### config.mk
export PLATFORM = sky130hd
export DESIGN_NAME = clk_gate_ctrl_flat
export DESIGN_NICKNAME = d
export VERILOG_FILES = /design/src/rtl/clk_gate_ctrl_if.sv /design/src/rtl/clk_gate_ctrl.sv /design/src/flat_wrapper.sv
export SDC_FILE = /design/constraint.sdc
export NUM_CORES = 1
export LEC_CHECK = 0
export CORE_MARGIN = 3
export CORE_UTILIZATION = 30
export DETAILED_ROUTE_END_ITERATION = 8
export GPL_TIMING_DRIVEN = 0
export SETUP_SLACK_MARGIN = 0.4
export SLEW_MARGIN = 20
export SYNTH_ARGS = -nofsm -noshare
export SYNTH_HDL_FRONTEND = slang
export SYNTH_SLANG_ARGS = --single-unit
### constraint.sdc
create_clock -name clk_i -period 2.6 [get_ports clk_i]
set_input_delay 0.26 -clock clk_i [delete_from_list [all_inputs] [get_ports clk_i]]
set_output_delay 0.26 -clock clk_i [all_outputs]
set_load 0.02 [all_outputs]
### src/rtl/clk_gate_ctrl_if.sv
// ============================================================================
// Module : clk_gate_ctrl_if
// Brief  : Activity, wake handshake and gate-enable signals of clk_gate_ctrl.
// Rev    : 1.0  initial release
// ============================================================================
`default_nettype none

interface clk_gate_ctrl_if #(
  parameter int CNT_WIDTH = 16
) ();
  logic                 busy_i;
  logic                 force_on_i;
  logic                 wake_req_i;
  logic                 wake_ack_o;
  logic                 gate_en_o;
  logic                 clk_active_o;
  logic [CNT_WIDTH-1:0] off_events_o;

  modport master (
    output busy_i, force_on_i, wake_req_i,
    input  wake_ack_o, gate_en_o, clk_active_o, off_events_o
  );

  modport slave (
    input  busy_i, force_on_i, wake_req_i,
    output wake_ack_o, gate_en_o, clk_active_o, off_events_o
  );
endinterface

`default_nettype wire

### src/rtl/clk_gate_ctrl.sv
// ============================================================================
// Module : clk_gate_ctrl
// Brief  : Idle-detecting clock-gate enable controller with wake handshake.
// Rev    : 1.0  initial release
// ============================================================================
`default_nettype none

module clk_gate_ctrl #(
  parameter int IDLE_CYCLES  = 16,
  parameter int WAKE_LATENCY = 2,
  parameter int CNT_WIDTH    = 16
) (
  input  logic           clk_i,
  input  logic           rst_ni,
  clk_gate_ctrl_if.slave gate
);

  localparam int MAX_LAT = (IDLE_CYCLES > WAKE_LATENCY) ? IDLE_CYCLES : WAKE_LATENCY;
  localparam int CW      = $clog2(MAX_LAT) + 1;

  localparam logic [CW-1:0] IDLE_LAST = CW'(IDLE_CYCLES - 1);
  localparam logic [CW-1:0] WAKE_LAST = CW'(WAKE_LATENCY - 1);

  localparam logic [1:0] ST_ON     = 2'd0;
  localparam logic [1:0] ST_OFF    = 2'd1;
  localparam logic [1:0] ST_WAKING = 2'd2;

  logic [1:0]           state;
  logic [1:0]           state_nxt;
  logic [CW-1:0]        cnt;
  logic [CW-1:0]        cnt_nxt;
  logic                 demand;
  logic                 gate_en;
  logic                 clk_active;
  logic                 wake_ack;
  logic [CNT_WIDTH-1:0] off_events;

  assign demand = gate.busy_i | gate.force_on_i | gate.wake_req_i;

  always_comb begin
    state_nxt = state;
    cnt_nxt   = cnt;
    case (state)
      ST_ON: begin
        if (demand) begin
          cnt_nxt = '0;
        end else if (cnt == IDLE_LAST) begin
          state_nxt = ST_OFF;
          cnt_nxt   = '0;
        end else begin
          cnt_nxt = cnt + 1'b1;
        end
      end
      ST_OFF: begin
        if (demand) begin
          state_nxt = ST_WAKING;
          cnt_nxt   = '0;
        end
      end
      ST_WAKING: begin
        // Once started, a wake always completes so the gate cell sees a clean enable.
        if (cnt == WAKE_LAST) begin
          state_nxt = ST_ON;
          cnt_nxt   = '0;
        end else begin
          cnt_nxt = cnt + 1'b1;
        end
      end
      default: begin
        state_nxt = ST_ON;
        cnt_nxt   = '0;
      end
    endcase
  end

  always_ff @(posedge clk_i) begin
    if (!rst_ni) begin
      state      <= ST_ON;
      cnt        <= '0;
      gate_en    <= 1'b1;
      clk_active <= 1'b1;
      wake_ack   <= 1'b0;
      off_events <= '0;
    end else begin
      state      <= state_nxt;
      cnt        <= cnt_nxt;
      gate_en    <= (state_nxt != ST_OFF);
      clk_active <= (state_nxt == ST_ON);
      wake_ack   <= (state_nxt == ST_ON) & gate.wake_req_i;
      if ((state == ST_ON) && (state_nxt == ST_OFF) && (off_events != '1)) begin
        off_events <= off_events + 1'b1;
      end
    end
  end

  assign gate.gate_en_o    = gate_en;
  assign gate.clk_active_o = clk_active;
  assign gate.wake_ack_o   = wake_ack;
  assign gate.off_events_o = off_events;

endmodule

`default_nettype wire

### src/flat_wrapper.sv
// flat-port wrapper written by rule: the top's interface ports become plain ports
module clk_gate_ctrl_flat 
#(
  parameter int IDLE_CYCLES  = 16,
  parameter int WAKE_LATENCY = 2,
  parameter int CNT_WIDTH    = 16
)
  (clk_i, rst_ni, gate_busy_i, gate_force_on_i, gate_wake_req_i, gate_wake_ack_o, gate_gate_en_o, gate_clk_active_o, gate_off_events_o);
  clk_gate_ctrl_if #(.CNT_WIDTH(CNT_WIDTH)) gate_i ();
  input  logic clk_i;
  input  logic rst_ni;
  input wire logic [$bits(gate_i.busy_i)-1:0] gate_busy_i;
  input wire logic [$bits(gate_i.force_on_i)-1:0] gate_force_on_i;
  input wire logic [$bits(gate_i.wake_req_i)-1:0] gate_wake_req_i;
  output wire logic [$bits(gate_i.wake_ack_o)-1:0] gate_wake_ack_o;
  output wire logic [$bits(gate_i.gate_en_o)-1:0] gate_gate_en_o;
  output wire logic [$bits(gate_i.clk_active_o)-1:0] gate_clk_active_o;
  output wire logic [$bits(gate_i.off_events_o)-1:0] gate_off_events_o;
  assign gate_i.busy_i = gate_busy_i;
  assign gate_i.force_on_i = gate_force_on_i;
  assign gate_i.wake_req_i = gate_wake_req_i;
  assign gate_wake_ack_o = gate_i.wake_ack_o;
  assign gate_gate_en_o = gate_i.gate_en_o;
  assign gate_clk_active_o = gate_i.clk_active_o;
  assign gate_off_events_o = gate_i.off_events_o;
  clk_gate_ctrl #(.IDLE_CYCLES(IDLE_CYCLES), .WAKE_LATENCY(WAKE_LATENCY), .CNT_WIDTH(CNT_WIDTH)) u_core (.clk_i(clk_i), .rst_ni(rst_ni), .gate(gate_i));
endmodule
-- Word-level counts from Yosys, hierarchy flattened
Cells that the tools add are included.
- logic and storage cells: 33
- input bits: 5
- bits in registers: 26
- equal/unequal tests: 8
- $add $sub $neg: 2
- bitwise logic cells: 3
- multiplexer cells: 10
- reductions and logical operators: 4
- operators with widths (cell ; number):
    5-bit 2-to-1 mux ; 4
    16-bit by 1-bit adder with 16-bit output, second input constant ; 1
    16-bit != test, second input constant ; 1
    5-bit case mux with 3 select lines ; 1
    2-bit 2-to-1 mux ; 4
    2-bit case mux with 3 select lines ; 1
    5-bit by 1-bit adder with 5-bit output, second input constant ; 1
    5-bit by 1-bit equality test with 1-bit output, second input constant ; 1
    5-bit by 4-bit equality test with 1-bit output, second input constant ; 1
    2-bit by 1-bit equality test with 1-bit output, second input constant ; 2
    2-bit logical NOT ; 2
    2-bit by 1-bit != test with 1-bit output, second input constant ; 2
    2-bit equality test, second input constant ; 1
    1-bit logical AND ; 2
    1-bit bitwise OR ; 2
    1-bit bitwise AND ; 1

-- Longest topological paths before layout
Gate-level depths: netlist of run 1.
- depth in word-level cells: 7
- mapped depth: 9

-- Worst setup path before layout of run 1
Ideal clock, no wire load.
- kind: register to register
- start point: reg u_core.cnt[0]
- end point: reg u_core.off_events[13], in the netlist u_core.gate.off_events_o[13]
- stages on the path, launching flop included: 9
- required time: 2.530 ns
- arrival: 1.931 ns
- buffers on the path: 0
- clock period less this slack: 2.001 ns
- setup slack: 0.599 ns
- cell sequence: dfxtp_1 ha_1 nand3_1 inv_1 ha_1 nor2b_1 nand4_2 or4_1 a21oi_1
- cells in the longest elaborated chain, start to end: 7
- ends and longest elaborated chain (element ; line ; RTL):
    from (decl) ; clk_gate_ctrl.sv:30 ; logic [CW-1:0] cnt;
    from (signal assigned) ; clk_gate_ctrl.sv:86 ; cnt <= cnt_nxt;
    5-bit by 4-bit equality test with 1-bit output ; clk_gate_ctrl.sv:47 ; end else if (cnt == IDLE_LAST) begin
    2-bit 2-to-1 mux ; clk_gate_ctrl.sv:47 ;
    2-bit 2-to-1 mux ; clk_gate_ctrl.sv:45 ; if (demand) begin
    2-bit case mux with 3 select lines * ; clk_gate_ctrl.sv:43 ; case (state)
    2-bit by 1-bit equality test with 1-bit output * ; clk_gate_ctrl.sv:90 ; if ((state == ST_ON) && (state_nxt == ST_OFF) && (off_events != '1)) begin
    1-bit logical AND * (2 in a row) ; clk_gate_ctrl.sv:90 ;
    to (signal assigned) ; clk_gate_ctrl.sv:91 ; off_events <= off_events + 1'b1;
    to (decl) ; clk_gate_ctrl.sv:36 ; logic [CNT_WIDTH-1:0] off_events;
Every way passes the cells marked *; elsewhere a longest branch is shown, timed or not.
A chain may end at the register's enable or synchronous reset.

-- Final worst setup path of run 1
- start point: in gate_force_on_i
- end point: reg u_core.off_events[14], in the netlist u_core.gate.off_events_o[14]
- cells in the longest elaborated chain, start to end: 7
- ends and longest elaborated chain (element ; line ; RTL):
    from (decl) ; flat_wrapper.sv:13 ; input wire logic [$bits(gate_i.force_on_i)-1:0] gate_force_on_i;
    1-bit bitwise OR * (2 in a row) ; clk_gate_ctrl.sv:38 ; assign demand = gate.busy_i | gate.force_on_i | gate.wake_req_i;
    2-bit 2-to-1 mux, on equally long branches ; clk_gate_ctrl.sv:55, clk_gate_ctrl.sv:45 ;
    2-bit case mux with 3 select lines * ; clk_gate_ctrl.sv:43 ;
    2-bit by 1-bit equality test with 1-bit output * ; clk_gate_ctrl.sv:90 ;
    1-bit logical AND * (2 in a row) ; clk_gate_ctrl.sv:90 ;
Marks and branches as above.

==> results of run 1 <==
[cell families (layout without fill, tap and decap cells)]
family,after synthesis,after routing,synth area share
AOI/OAI and AO/OA,43,43,0.217
and+or+nand+nor,62,62,0.298
muxes,2,2,0.0148
buffers and inverters,13,40,0.0380
DFF,26,26,0.386
adders and majority gates,5,5,0.0464
[registers in the layout (all words and copies together) (netlist names)]
name                      flops
u_core.state                  2
u_core.gate.off_events_o     16
u_core.gate.clk_active_o      1
u_core.gate.gate_en_o         1
u_core.gate.wake_ack_o        1
u_core.cnt                    5
[metal layers]
layer  track usage  wire length [um]
met1         0.180              1640
met2         0.237              1630
met3        0.0331               106
met4        0.0369                31
met5             0                 0
[metrics by stage]
step,hold slack [ns],cells,power (uW)
4_1_cts,0.343,226,670
3_5_place_dp,0.507,223,439
3_3_place_gp,0.494,223,438
2_1_floorplan,0.378,151,425
5_1_grt,0.388,228,686
6_report,0.339,228,660
[layout make-up]
cell class	count	area [um2]	share of cell area
Buffer	4	23.8	0.0137
Clock buffer	3	41.3	0.0238
Inverter	9	33.8	0.0195
Multi-Input combinational cell	112	813	0.469
Sequential cell	26	526	0.303
Tap cell	50	62.6	0.0360
Timing Repair Buffer	24	235	0.136
[path summary, 6_finish.rpt]
| kind | start | end | cells past startpoint |
|---|---|---|---|
| worst max-delay path | gate_force_on_i | u_core.gate.off_events_o[14]$_SDFFE_PN0P_ | 5 |
| worst min register to register | u_core.cnt[0]$_SDFFE_PN0P_ | u_core.cnt[0]$_SDFFE_PN0P_ | 1 |
| worst min-delay path | rst_ni | u_core.gate.gate_en_o$_SDFF_PN1_ | 2 |
| worst max register to register | u_core.cnt[0]$_SDFFE_PN0P_ | u_core.gate.off_events_o[14]$_SDFFE_PN0P_ | 8 |
[where the power goes]
part / switching (uW) / leakage (uW) / internal (uW)
logic: 18.6 / 0.000342 / 11.8
registers: 1.93 / 0.000211 / 399
clock network: 125 / 0.0000216 / 104
total: 146 / 0.000574 / 515
[what timing repair did]
item / in CTS / in global routing
endpoints found under the setup margin: 14 / 13
cloned: 0 / 0
resized for setup: 4 / 9
pin swaps: 0 / 2
buffers inserted: 0 / 2
[layout by cell type, fill, tap and decap left out, types with 5 or more instances in the layout]
| cell type | synthesis | routed |
|---|---|---|
| o21ai_0 | 6 | 6 |
| nand2_1 | 10 | 10 |
| o31ai_1 | 10 | 10 |
| dfxtp_1 | 26 | 24 |
| a21oi_1 | 14 | 14 |
| nand3_1 | 7 | 7 |
| nor2_1 | 6 | 6 |
| or4_1 | 10 | 10 |
| clkdlybuf4s50_1 | 0 | 22 |
| nand4_1 | 5 | 5 |
| inv_1 | 8 | 8 |
==> results.py, run 1 <==
metrics = {
    "timing": {
        "setup_ws_ns": 0.558,
        "drv_slew": 0,
        "hold_violations": 0,
        "worst_pin_slew_ns": 0.633,
        "setup_viol_count_final": 0,
        "fin_tns_setup_ns": 0,
        "clock-skew-final_ns": 0.00187,
        "period_needed_ns": 2.04,
        "clock.fmax_ghz": 0.490,
        "slew_headroom": 0.572,
        "rsz0062_at_grt": "no",
        "period_share": 0.785,
    },
    "clock_tree": {
        "cts-root-buf": "clkbuf_8",
        "cts_buffer_depth": 2,
        "clkTransAtPathRegs_ns": 0.09,
        "clk_latency_ns": 0.27,
        "hold_buffers": 0,
        "clock_sinks": 26,
        "cts_tree": "yes",
        "cts_buffers": 3,
        "htree_num_levels": 1,
    },
    "power_and_ir_drop": {
        "powerDensity_mw_per_mm2": 381,
        "irDropWorstVdd_mv": 0.239,
        "p_leak_uw": 0.000574,
    },
    "synth": {
        "synth.top_cell.area_share": 0.386,
        "ys_seq_area_frac": 0.386,
        "synth.most_common_cell": "dfxtp_1",
        "yosys_warnings": 0,
        "avgSynthCellArea_um2": 8.93,
        "yosys_register_bits": 26,
        "postSynthCellCount": 151,
        "ys_types": 42,
        "async_reset_ff_frac": 0,
        "netlist_top_cells_count": "dfxtp_1, a21oi_1, nand2_1, o31ai_1, or4_1",
        "synth-main-ff-cell": "dfxtp_1",
        "synth_edf_count": 0,
        "yosys-top-cells-area": "dfxtp_1, o31ai_1, or4_1, a21oi_1, ha_1",
        "synth_area_leader_cell": "dfxtp_1",
        "synth_area_mm2": 0.00135,
        "syn_nets": 161,
    },
    "worst_setup_path": {
        "required_ns": 2.80,
        "cp_max_fo": 6,
        "rrSetupSlack_ns": 0.57,
        "crit_type": "in -> reg",
        "end_kind": "flip-flop",
        "cp_top_family": "simple AND/OR/NAND/NOR gates",
        "max_stage_delay_ns": 0.55,
        "slowest_stage": "nor4_4",
        "cp.arrival_ns": 2.25,
        "path_cells": "clkdlybuf4s50_1 > nor4_4 > nand4_1 > or3_1 > a21oi_1",
        "cp-start-kind": "primary input",
        "path_buf_inv": 1,
    },
    "place": {
        "place_congestion": 0.799,
        "portBuffers": 22,
        "place_area_mm2": 0.00163,
        "dpl.hpwl_mm": 2.44,
        "pre_cts_ws_ns": 0.298,
    },
    "detailed_routing": {
        "drt_iter0_drc": 88,
        "avgRoutedWirePerCell_um": 15.0,
        "drc": 0,
        "routed_wl_mm": 3.41,
        "viasPerCell": 5.77,
        "dr_total_vias": 1315,
        "first_pass_iters": 4,
        "ant_nets": 0,
    },
    "flow_run": {
        "maxCapViolCount": 0,
    },
    "grt": {
        "grt_pass1_wl_mm": 6.03,
        "grt_pass1_vias": 1295,
        "grt_antenna_before_repair": 0,
        "grt_overflow": 0,
        "grt_max_degree": 14,
        "grt_usage": 0.141,
    },
    "min_path": {
        "hold_class": "in -> reg",
    },
    "cells_and_area": {
        "antenna_cells": 0,
        "syn2layout_area_growth_pct": 28.7,
        "layout.nets": 190,
        "drive_gt1_frac": 0.107,
        "nFillCells": 420,
        "fin_util": 0.416,
        "stdcell_area_mm2": 0.00174,
    },
    "floorplanning": {
        "die_x_um": 73.1,
        "io_pins": 24,
        "initial_core_util": 0.323,
        "die_area_mm2": 0.00534,
        "die_y_um": 73.1,
        "row_count": 23,
        "coreArea_mm2": 0.00417,
    },
    "status": {
        "status": "finished, final reports clean",
    },
}
Power figures use the tool's default switching activity.
==> run 2: changes to the inputs <==
==> constraint.sdc (replaced) <==
create_clock -name clk_i -period 1.8 [get_ports clk_i]
set_input_delay 0.18 -clock clk_i [delete_from_list [all_inputs] [get_ports clk_i]]
set_output_delay 0.18 -clock clk_i [all_outputs]
set_load 0.02 [all_outputs]
==> run 2 against run 1 <==
  * The run now ends with negative setup slack left
  * Clock-buffer cell count rose by 1
  * Routed wire length increased by 17%
  * Total power rose by 56%
  * Clock power grew 69%
  * Critical path depth rose by 6
  * Sequential cell count did not move
  * Die area stayed put
  * Clock skew rose by 0.0056 ns
  * Combinational power rose by 110%
  * Core utilization up 8.2 points
  * Non-clock buffer count increased by 21
  * Critical path type is now reg -> reg
==> results.py, run 2 (synthesis results as in run 1) <==
metrics = {
    "worst_setup_path": {
        "slowest_stage": "dfxtp_4",
        "reg2reg_depth": 11,
        "path_cells": "ha_4 > nand3_4 > inv_2 > ha_4 > buf_4 > or2_4 > o22ai_4 > buf_6 > buf_6 > nor2_1 > a211oi_1",
        "crit_type": "reg -> reg",
        "cp_top_family": "compound AO/OA/AOI/OAI gates",
        "critPathLaunch": "u_core.cnt[1]$_SDFFE_PN0P_",
        "required_ns": 1.98,
        "reg2reg_from": "u_core.cnt[1]$_SDFFE_PN0P_",
        "cp-start-kind": "flip-flop",
        "cp.arrival_ns": 2.11,
        "path_buf_inv": 4,
        "cp_max_fo": 5,
        "max_stage_delay_ns": 0.36,
        "cp.depth": 11,
        "end_kind": "flip-flop",
    },
    "floorplanning": {
        "initial_core_util": 0.323,
        "die_y_um": 73.1,
        "die_x_um": 73.1,
        "row_count": 23,
        "coreArea_mm2": 0.00417,
        "die_area_mm2": 0.00534,
        "io_pins": 24,
    },
    "timing": {
        "hold_violations": 0,
        "slew_headroom": 0.596,
        "period_share": 1.07,
        "clock.fmax_ghz": 0.518,
        "clock-skew-final_ns": 0.00750,
        "whs_ns": 0.307,
        "period_needed_ns": 1.93,
        "worst_pin_slew_ns": 0.603,
        "drv_slew": 0,
        "rsz0062_at_grt": "yes",
        "setup_viol_count_final": 13,
        "setup_ws_ns": -0.131,
    },
    "status": {
        "status": "finished with violations",
        "violations": "negative setup slack",
    },
    "grt": {
        "grt_overflow": 0,
        "grt_max_degree": 15,
        "grt_pass1_vias": 1327,
        "grt_usage": 0.146,
        "grt_antenna_before_repair": 0,
        "grt_pass1_wl_mm": 6.16,
    },
    "cells_and_area": {
        "fin_util": 0.497,
        "final_cell_mix": "buf_4, dfxtp_1, dlygate4sd2_1",
        "finalNonFillerCells": 251,
        "syn2layout_area_growth_pct": 53.9,
        "drive_gt1_frac": 0.338,
        "nFillCells": 383,
        "largest_reg_flops": 16,
        "antenna_cells": 0,
        "layout.nets": 212,
    },
    "detailed_routing": {
        "dr_total_vias": 1412,
        "viasPerCell": 5.63,
        "first_pass_iters": 4,
        "drc": 0,
        "drt_iter0_drc": 99,
        "ant_nets": 0,
        "avgRoutedWirePerCell_um": 15.9,
        "routed_wl_mm": 4.00,
    },
    "clock_tree": {
        "cts_buffers": 3,
        "cts-root-buf": "clkbuf_8",
        "clock_sinks": 26,
        "clk_latency_ns": 0.27,
        "clkTransAtPathRegs_ns": 0.10,
        "htree_num_levels": 1,
        "cts_buffer_depth": 2,
        "cts_tree": "yes",
    },
    "power_and_ir_drop": {
        "irDropWorstVdd_mv": 0.259,
        "powerDensity_mw_per_mm2": 495,
        "total_power_uw": 1030,
        "p_leak_uw": 0.000775,
    },
    "place": {
        "place_inst": 223,
        "portBuffers": 22,
        "dpl.hpwl_mm": 2.38,
        "pre_cts_ws_ns": -0.343,
        "place_congestion": 0.781,
    },
    "min_path": {
        "hp-start": "rst_ni",
        "hold_class": "in -> reg",
        "whs_path_depth": 2,
    },
    "flow_run": {
        "maxCapViolCount": 0,
    },
}
-- run 2: cell count changes in the layout (fill, tap and decap cells not counted), sizes merged --
| cell | change |
|---|---|
| dlygate4sd2 | +16 |
| dlymetal6s2s | +1 |
| clkbuf | +2 |
| nand2 | +1 |
| buf | +20 |
| clkdlybuf4s50 | -17 |
-- run 2: final cells by class --
class	count	area, um2	share of cell area
buffer	4	26.3	0.0127
multi-input combinational	113	977	0.471
tap	50	62.6	0.0301
sequential	26	534	0.257
inverter	9	36.3	0.0175
timing repair buffer	45	384	0.185
clock buffer	4	55.1	0.0265
-- run 2: final timing paths --
path | end | slack (ns)
worst max-delay path | u_core.cnt[0]$_SDFFE_PN0P_ | -0.13
worst min-delay path | u_core.gate.off_events_o[10]$_SDFFE_PN0P_ | 0.31
worst max register to register | u_core.cnt[0]$_SDFFE_PN0P_ | -0.13
worst min register to register | u_core.gate.off_events_o[15]$_SDFFE_PN0P_ | 0.51
-- run 2: routing by layer --
metal	wire length, um	up-vias	GRT usage
met2	2050	30	0.265
met5	0	-	0
met1	1750	687	0.172
met4	22	0	0.0328
li1	-	693	-
met3	173	2	0.0317
-- run 2: through the flow --
step           area (um2)  setup TNS [ns]
3_3_place_gp         1690           -4.10
3_5_place_dp         1690           -4.68
2_1_floorplan        1410               0
4_1_cts              1920          -0.525
6_report             2080          -0.629
5_1_grt              2080           -2.33
-- run 2: where the power goes --
| part | internal, uW | switching, uW |
|---|---|---|
| logic | 28.7 | 35.2 |
| registers | 575 | 1.57 |
| clock network | 196 | 192 |
-- run 2: timing repair --
action                                  in CTS  in global routing
pin swaps                                   16                 16
endpoints found under the setup margin      41                 27
cloned                                       2                  0
gates resized for setup                     29                 25
hold endpoints to repair                     0                  0
hold buffers                                 0                  0
setup buffers                               16                  6
==> run 3: changes to the inputs <==
--- a/config.mk
+++ b/config.mk
@@ -6,7 +6,7 @@
 export NUM_CORES = 1
 export LEC_CHECK = 0
 export CORE_MARGIN = 3
-export CORE_UTILIZATION = 30
+export CORE_UTILIZATION = 35
 export DETAILED_ROUTE_END_ITERATION = 8
 export GPL_TIMING_DRIVEN = 0
 export SETUP_SLACK_MARGIN = 0.4
==> constraint.sdc (replaced) <==
create_clock -name clk_i -period 2.05 [get_ports clk_i]
set_input_delay 0.205 -clock clk_i [delete_from_list [all_inputs] [get_ports clk_i]]
set_output_delay 0.205 -clock clk_i [all_outputs]
set_load 0.02 [all_outputs]
==> run 3 against run 2 <==
  * The run now ends clean
  * Fmax up 3.9%
  * Sequential power is 12% lower
  * Core utilization increased by 6.1 points
  * Critical endpoint is now u_core.gate.off_events_o[11]$_SDFFE_PN0P_
  * Critical path depth down 2
  * First-iteration DRC count shrank 29%
  * Clock-buffer cell count did not move
  * Highest routed layer unchanged
  * Largest power group unchanged
==> results.py, run 3 (synthesis results as in run 1) <==
metrics = {
    "status": {
        "status": "finished, final reports clean",
    },
    "grt": {
        "grt_overflow": 0,
        "grt_antenna_before_repair": 0,
        "grt_max_degree": 15,
        "grt_pass1_vias": 1464,
        "grt_usage": 0.178,
        "grt_pass1_wl_mm": 6.41,
    },
    "worst_setup_path": {
        "required_ns": 2.20,
        "cp_max_fo": 6,
        "cp-start-kind": "flip-flop",
        "crit_type": "reg -> reg",
        "end_kind": "flip-flop",
        "reg2reg_from": "u_core.cnt[0]$_SDFFE_PN0P_",
        "cp.arrival_ns": 2.01,
        "critPathLaunch": "u_core.cnt[0]$_SDFFE_PN0P_",
    },
    "clock_tree": {
        "cts_buffers": 3,
        "hold_buffers": 0,
        "cts-root-buf": "clkbuf_8",
        "htree_num_levels": 1,
        "clock_sinks": 26,
        "cts_buffer_depth": 2,
        "cts_tree": "yes",
        "clkTransAtPathRegs_ns": 0.10,
        "clk_latency_ns": 0.27,
    },
    "detailed_routing": {
        "viasPerCell": 5.72,
        "avgRoutedWirePerCell_um": 16.0,
        "routed_wl_mm": 3.77,
        "ant_nets": 0,
        "dr_total_vias": 1349,
        "drt_iter0_drc": 70,
        "drc": 0,
        "first_pass_iters": 5,
    },
    "place": {
        "dpl.hpwl_mm": 2.47,
        "portBuffers": 22,
        "place_congestion": 0.794,
        "pre_cts_ws_ns": -0.182,
    },
    "cells_and_area": {
        "drive_gt1_frac": 0.274,
        "fin_util": 0.559,
        "layout.nets": 201,
        "final_cell_mix": "clkdlybuf4s50_1, dfxtp_1, buf_4",
        "antenna_cells": 0,
        "syn2layout_area_growth_pct": 45.8,
        "largest_reg_flops": 16,
        "mostFrequentLayoutCell": "clkdlybuf4s50_1",
    },
    "min_path": {
        "hold_class": "in -> reg",
        "hp-start": "rst_ni",
    },
    "power_and_ir_drop": {
        "irDropWorstVdd_mv": 0.325,
        "powerDensity_mw_per_mm2": 452,
        "total_power_uw": 889,
        "pwr-share-comb": 0.054,
        "clock_power_share": 0.376,
        "p_leak_uw": 0.000665,
        "internal-power_uw": 695,
        "seqPwrFrac": 0.570,
        "p_sw_frac": 0.218,
        "switching_power_uw": 194,
    },
    "timing": {
        "slew_headroom": 0.585,
        "hold_violations": 0,
        "worst_pin_slew_ns": 0.619,
        "clock.fmax_ghz": 0.538,
        "period_share": 0.907,
        "drv_slew": 0,
        "rsz0062_at_grt": "yes",
        "clock-skew-final_ns": 0.00684,
        "setup_viol_count_final": 0,
        "setup_ws_ns": 0.190,
        "period_needed_ns": 1.86,
    },
    "floorplanning": {
        "row_count": 21,
        "initial_core_util": 0.383,
        "io_pins": 24,
        "die_area_mm2": 0.00463,
        "coreArea_mm2": 0.00352,
        "die_y_um": 68.1,
        "die_x_um": 68.1,
    },
    "flow_run": {
        "maxCapViolCount": 0,
    },
}
## run 3: what timing repair did
item                       in CTS  in global routing
buffers inserted               13                  0
setup endpoints to repair      23                 23
pin swaps                      13                  9
resized for setup              13                 15
## run 3: routing by layer
metal	up-vias	global-route usage	wire, um
met5	-	0	0
met4	0	0.0496	17
met3	2	0.0296	131
met2	29	0.315	1830
met1	653	0.219	1780
li1	665	-	-
## run 3: area by class of cell
cell class	count	area [um2]
inverter	9	33.8
multi-input combinational	112	940
clock buffer	4	55.1
tap	46	57.6
buffer	4	26.3
sequential	26	534
fill	333	1550
timing repair buffer	35	320
## run 3: power by group through the flow
stage	clock network (uW)	registers, uW	logic, uW
2_1_floorplan	0	521	18.6
3_3_place_gp	0	520	37.6
3_5_place_dp	0	520	39.0
4_1_cts	341	507	44.8
5_1_grt	362	507	52.3
6_report	334	506	47.8
## run 3: worst paths after layout
kind	to	slack, ns	depth (start not counted)
min reg2reg	u_core.gate.off_events_o[15]$_SDFFE_PN0P_	0.53	2
min	u_core.gate.wake_ack_o$_SDFF_PN0_	0.35	3
max	u_core.gate.off_events_o[11]$_SDFFE_PN0P_	0.19	9
max reg2reg	u_core.gate.off_events_o[11]$_SDFFE_PN0P_	0.19	9
## run 3: worst max-delay path: stages, from the launching register on
cell and delay [ns]:
dfxtp_4 0.37, ha_4 0.14, nand3_4 0.07, inv_2 0.07, ha_4 0.13, nor2b_4 0.21
nand4_4 0.15, buf_4 0.18, o311ai_4 0.29, o41ai_2 0.13
## run 3: per-stage QoR
step                      setup TNS, ns  cell area [um2]  hold slack [ns]  std cells
final                                 0             1970            0.349        236
after global routing                  0             1970            0.377        236
after global placement           -0.621             1690            0.475        219
after CTS                             0             1900            0.321        236
after detailed placement          -1.90             1690            0.490        219
after floorplan                       0             1410            0.323        151
